===== config.mk =====
export PLATFORM = sky130hd
export DESIGN_NAME = ex_stage_pipe
export DESIGN_NICKNAME = d
export VERILOG_FILES = /design/src/rtl/ex_stage_pipe.sv
export SDC_FILE = /design/constraint.sdc
export NUM_CORES = 1
export LEC_CHECK = 0
export ABC_AREA = 1
export CAP_MARGIN = 20
export CORE_MARGIN = 1
export CORE_UTILIZATION = 50
export DETAILED_ROUTE_END_ITERATION = 7
export PLACE_DENSITY_LB_ADDON = 0.05
export SLEW_MARGIN = 30
export SYNTH_ARGS = -nofsm -noshare
export SYNTH_HDL_FRONTEND = slang
export SYNTH_SLANG_ARGS = --single-unit

===== constraint.sdc =====
create_clock -name clk -period 5.6 [get_ports clk]
set_clock_uncertainty 0.2 [all_clocks]
set_input_delay 1.68 -clock clk [delete_from_list [all_inputs] [get_ports clk]]
set_output_delay 1.68 -clock clk [all_outputs]
set_load 0.02 [all_outputs]

===== src/rtl/ex_stage_pipe.sv =====
// Pipelined execute stage: B-operand select, ALU with NZVC flags, PC-relative branch
// target, one registered output stage with valid/ready handshake and flush.
module ex_stage_pipe #(
    parameter int unsigned WIDTH    = 64,
    parameter int unsigned BR_SHIFT = 2
) (
    input  logic             clk,
    input  logic             reset,
    input  logic             in_valid,
    output logic             in_ready,
    input  logic [WIDTH-1:0] read_data1,
    input  logic [WIDTH-1:0] read_data2,
    input  logic [WIDTH-1:0] pc,
    input  logic [WIDTH-1:0] imm_ext,
    input  logic [WIDTH-1:0] br_offset,
    input  logic [2:0]       alu_op,
    input  logic             alu_src,
    input  logic             set_flags,
    input  logic             flush,
    output logic             out_valid,
    input  logic             out_ready,
    output logic [WIDTH-1:0] alu_result,
    output logic [WIDTH-1:0] store_data,
    output logic [WIDTH-1:0] branch_target,
    output logic [3:0]       flags
);

    typedef enum logic [2:0] {
        OP_PASS = 3'b000,
        OP_ADD  = 3'b010,
        OP_SUB  = 3'b011,
        OP_AND  = 3'b100,
        OP_OR   = 3'b101,
        OP_XOR  = 3'b110
    } alu_op_e;

    alu_op_e          op;
    logic [WIDTH-1:0] b_op;
    logic [WIDTH-1:0] b_add;
    logic [WIDTH:0]   sum;
    logic [WIDTH-1:0] res;
    logic [WIDTH-1:0] target;
    logic             cin;
    logic             n_f, z_f, v_f, c_f;
    logic             accept;

    assign op       = alu_op_e'(alu_op);
    assign in_ready = !out_valid || out_ready;
    assign accept   = in_valid && in_ready;
    assign target   = pc + (br_offset << BR_SHIFT);

    // Subtract shares the adder as A + ~B + 1, so C is the no-borrow carry.
    always_comb begin
        b_op  = alu_src ? imm_ext : read_data2;
        cin   = (op == OP_SUB);
        b_add = cin ? ~b_op : b_op;
        sum   = {1'b0, read_data1} + {1'b0, b_add} + {{WIDTH{1'b0}}, cin};
        res   = '0;
        v_f   = 1'b0;
        c_f   = 1'b0;
        case (op)
            OP_PASS: res = b_op;
            OP_ADD, OP_SUB: begin
                res = sum[WIDTH-1:0];
                c_f = sum[WIDTH];
                v_f = (read_data1[WIDTH-1] == b_add[WIDTH-1]) &&
                      (res[WIDTH-1] != read_data1[WIDTH-1]);
            end
            OP_AND:  res = read_data1 & b_op;
            OP_OR:   res = read_data1 | b_op;
            OP_XOR:  res = read_data1 ^ b_op;
            default: res = '0;
        endcase
        n_f = res[WIDTH-1];
        z_f = (res == '0);
    end

    always_ff @(posedge clk) begin
        if (reset) begin
            out_valid     <= 1'b0;
            alu_result    <= '0;
            store_data    <= '0;
            branch_target <= '0;
            flags         <= '0;
        end else if (flush) begin
            out_valid <= 1'b0;
        end else if (accept) begin
            out_valid     <= 1'b1;
            alu_result    <= res;
            store_data    <= read_data2;
            branch_target <= target;
            if (set_flags) begin
                flags <= {n_f, z_f, v_f, c_f};
            end
        end else if (out_ready) begin
            out_valid <= 1'b0;
        end
    end

endmodule


==> qor.csv, run 1 <==
metric,value,unit
outcome,"complete, no violations",
avgSynthCellArea,6.07,um^2
layout_common_cells,"nand2_1 (779), inv_1 (618), clkdlybuf4s50_1 (523)",
p_leak,15.7,nW
clk_latency,0.49,ns
power,0.00602,W
vdd_drop_max,0.212,mV
area_delta_synth_final,40.7,%
nFillCells,3996,
synth_edf_count,0,
setup_violations,0,
cts_hold_repair.buffers,0,
syn_nets,4195,
dieArea,44500,um^2
timing_max_transition_violations_final,0,
fin_crit,5.44,ns
dpl.hpwl,73.6,mm
drc,0,
cpLargestDelayFamily,simple AND/OR/NAND/NOR gates,
drt-initial-drc-count,2222,
switchingPower,0.00250,W
synthTopCellsByArea,"dfxtp_1 (18%), ha_1 (15%), nand2_1 (13%)",
grt_max_degree,230,
clockRootBuffer,clkbuf_16,
async_reset_ff_frac,0,
power.internal,0.00352,W
die_h,211,um
seq_area_frac_synth,0.181,
use_met3,0.0678,
synth_seq_cells,197,
synth_top_area_share,0.181,
grt_first_pass_wirelength,134,mm
grt_usage,0.391,
ys.flop_type,dfxtp_1,
io_buffer_count,525,
drtPass1Iterations,5,
period_share,0.971,
vias_per_cell,5.34,
row_count,76,
combPwrFrac,0.533,
final_antenna_net_count,0,
fmax,184,MHz
htree_levels,4,
p_clk_frac,0.207,
io-pin-count,528,
worstMarginPinSlew,1.00,ns
initial_core_util,0.507,
drv_cap,0,
core_region_area,43100,um^2
final_nets,4970,
grt_use_met1,0.496,
clockBufferDepth,2,
cpPeakStageDelay,0.52,ns
antenna_found_initial,8,
wl,89.9,mm
yosys_warnings,0,
final_util,0.713,
numCtsBuffers,17,
grt_pass1_vias,24400,
cp_slowest_cell,clkdlybuf4s50_1,
grt_overflow,0,
dr_total_vias,26600,
mostFrequentLayoutCell,nand2_1,
cp.required,5.82,ns
worst-path-buf-inv,4,
crit_arrival,5.66,ns
end_kind,flip-flop,
gp_congestion,1.02,
slew_headroom,0.330,
postSynthCellCount,3596,
whs,0.269,ns
min_path_type,reg -> reg,
yosysTopAreaCell,dfxtp_1,
routedWlPerCell,18.1,um
swShare,0.416,
clkTransAtPathRegs,0.07,ns
cts.sink_count,197,
p_seq_frac,0.259,
cts_tree,done,
path_cells,clkdlybuf4s50_1 -> inv_2 -> nand3_4 -> buf_4 -> clkbuf_16 -> xnor2_1 -> ha_1 -> nand2_1 -> nor2_1 -> nand2_1 -> nand2_1 -> nand2_1 -> nand2_1 -> a21oi_1 -> o21ai_0 -> nand2_1 -> nor3_1 -> nand3_1 -> nor2_1 -> nand4_1 -> nor2_1 -> nand2_1 -> a21oi_2,
synth_cell_types,56,
drive_gt1_frac,0.108,
met2_usage,0.647,
cpMostUsedCell,nand2_1,
syn_area,21800,um^2
critPathLaunchType,primary input,
cp_max_fo,13,
hold_violations,0,
cellPowerDensity,196,nW/um^2
die_x,211,um
worstSetupPathType,in -> reg,
grt_busiest_layer,met2,
==> synth_stat cells, types with 21 or more instances <==
cell type  instances
a21oi_1          235
clkbuf_1          72
a221oi_1          58
nor3_1            23
dfxtp_1          197
nand2_1          780
buf_1             23
nand4_1           21
inv_1            620
xnor2_1           75
nor2_1           425
xor2_1            37
nand3_1          145
o21ai_0          310
o21ai_1           39
o211ai_1          42
ha_1             267
==> through the flow <==
| stage | instances | cell area, um^2 | setup TNS (ns) | setup slack [ns] |
|---|---|---|---|---|
| final | 4979 | 30700 | 0 | 0.164 |
| after global routing | 4977 | 30700 | -0.0353 | -0.0353 |
| after CTS | 4961 | 30500 | 0 | 0.331 |
| after detailed placement | 4929 | 30000 | -0.170 | -0.144 |
| after global placement | 4929 | 30000 | -0.101 | -0.101 |
| after floorplan | 3596 | 21800 | 0 | 0.821 |
==> layout make-up <==
| cell class | instances | area, um^2 | share of cell area |
|---|---|---|---|
| Antenna cell | 10 | 25.0 | 0.000815 |
| Inverter | 639 | 2400 | 0.0782 |
| Timing Repair Buffer | 871 | 8000 | 0.261 |
| Clock inverter | 13 | 126 | 0.00411 |
| Multi-Input combinational cell | 2645 | 15100 | 0.490 |
| Clock buffer | 19 | 433 | 0.0141 |
| Sequential cell | 197 | 3940 | 0.128 |
| Tap cell | 585 | 732 | 0.0238 |
==> kinds of logic after synthesis <==
| group | synth area share |
|---|---|
| AO/OA/AOI/OAI | 0.207 |
| XOR/XNOR | 0.0449 |
| adder cells (fa/ha/maj) | 0.155 |
| buffers and inverters | 0.133 |
| flip-flops | 0.181 |
| AND/OR/NAND/NOR | 0.279 |
==> power by group through the flow <==
| stage | combinational, W | clock [W] | sequential (W) |
|---|---|---|---|
| after floorplan | 0.00153 | 0 | 0.00171 |
| after global placement | 0.00309 | 0 | 0.00159 |
| after detailed placement | 0.00312 | 0 | 0.00159 |
| after CTS | 0.00314 | 0.00126 | 0.00156 |
| after global routing | 0.00349 | 0.00130 | 0.00157 |
| final | 0.00321 | 0.00125 | 0.00156 |
==> registers in the layout (all words and copies together) (netlist names) <==
register,cells
alu_result,64
branch_target,64
flags,4
out_valid,1
store_data,64
==> worst reg2reg max path, cell delays in order (launching register included) <==
cell	delay, ns
dfxtp_1	0.35
nand2_1	0.20
nand2_1	0.14
nor2_4	0.15
buf_12	0.67
inv_2	0.50
buf_4	0.38
o21ai_0	0.26
inv_1	0.06
==> layer usage <==
metal	vias up	share of wire
met5	-	0
met2	1164	0.46
met4	0	0.044
met3	178	0.085
li1	13200	-
met1	12100	0.41
==> repair_timing <==
| action | 4_1_cts | 5_1_grt |
|---|---|---|
| endpoints found under the setup margin | 0 | 1 |
| endpoints found under the hold margin | 0 | 0 |
| resized for setup | 0 | 16 |
| buffers inserted | 0 | 6 |
==> worst paths after layout <==
check / from / end / slack [ns] / cells past startpoint
min reg2reg: flags[0]$_SDFFE_PP0P_ / flags[0]$_SDFFE_PP0P_ / 0.27 / 2
min: flags[0]$_SDFFE_PP0P_ / flags[0]$_SDFFE_PP0P_ / 0.27 / 2
max: alu_op[2] / flags[2]$_SDFFE_PP0P_ / 0.16 / 23
max reg2reg: out_valid$_SDFFE_PP0P_ / branch_target[15]$_SDFFE_PP0P_ / 2.58 / 8
Power figures use the tool's default switching activity.
==> run 2: changes to the inputs <==
--- a/config.mk
+++ b/config.mk
@@ -9,6 +9,7 @@
 export CAP_MARGIN = 20
 export CORE_MARGIN = 1
 export CORE_UTILIZATION = 50
+export CTS_CLUSTER_SIZE = 10
 export DETAILED_ROUTE_END_ITERATION = 7
 export PLACE_DENSITY_LB_ADDON = 0.05
 export SLEW_MARGIN = 30
==> results of run 2 <==
The final DEF is identical to that of run 1; final timing and power are the same.
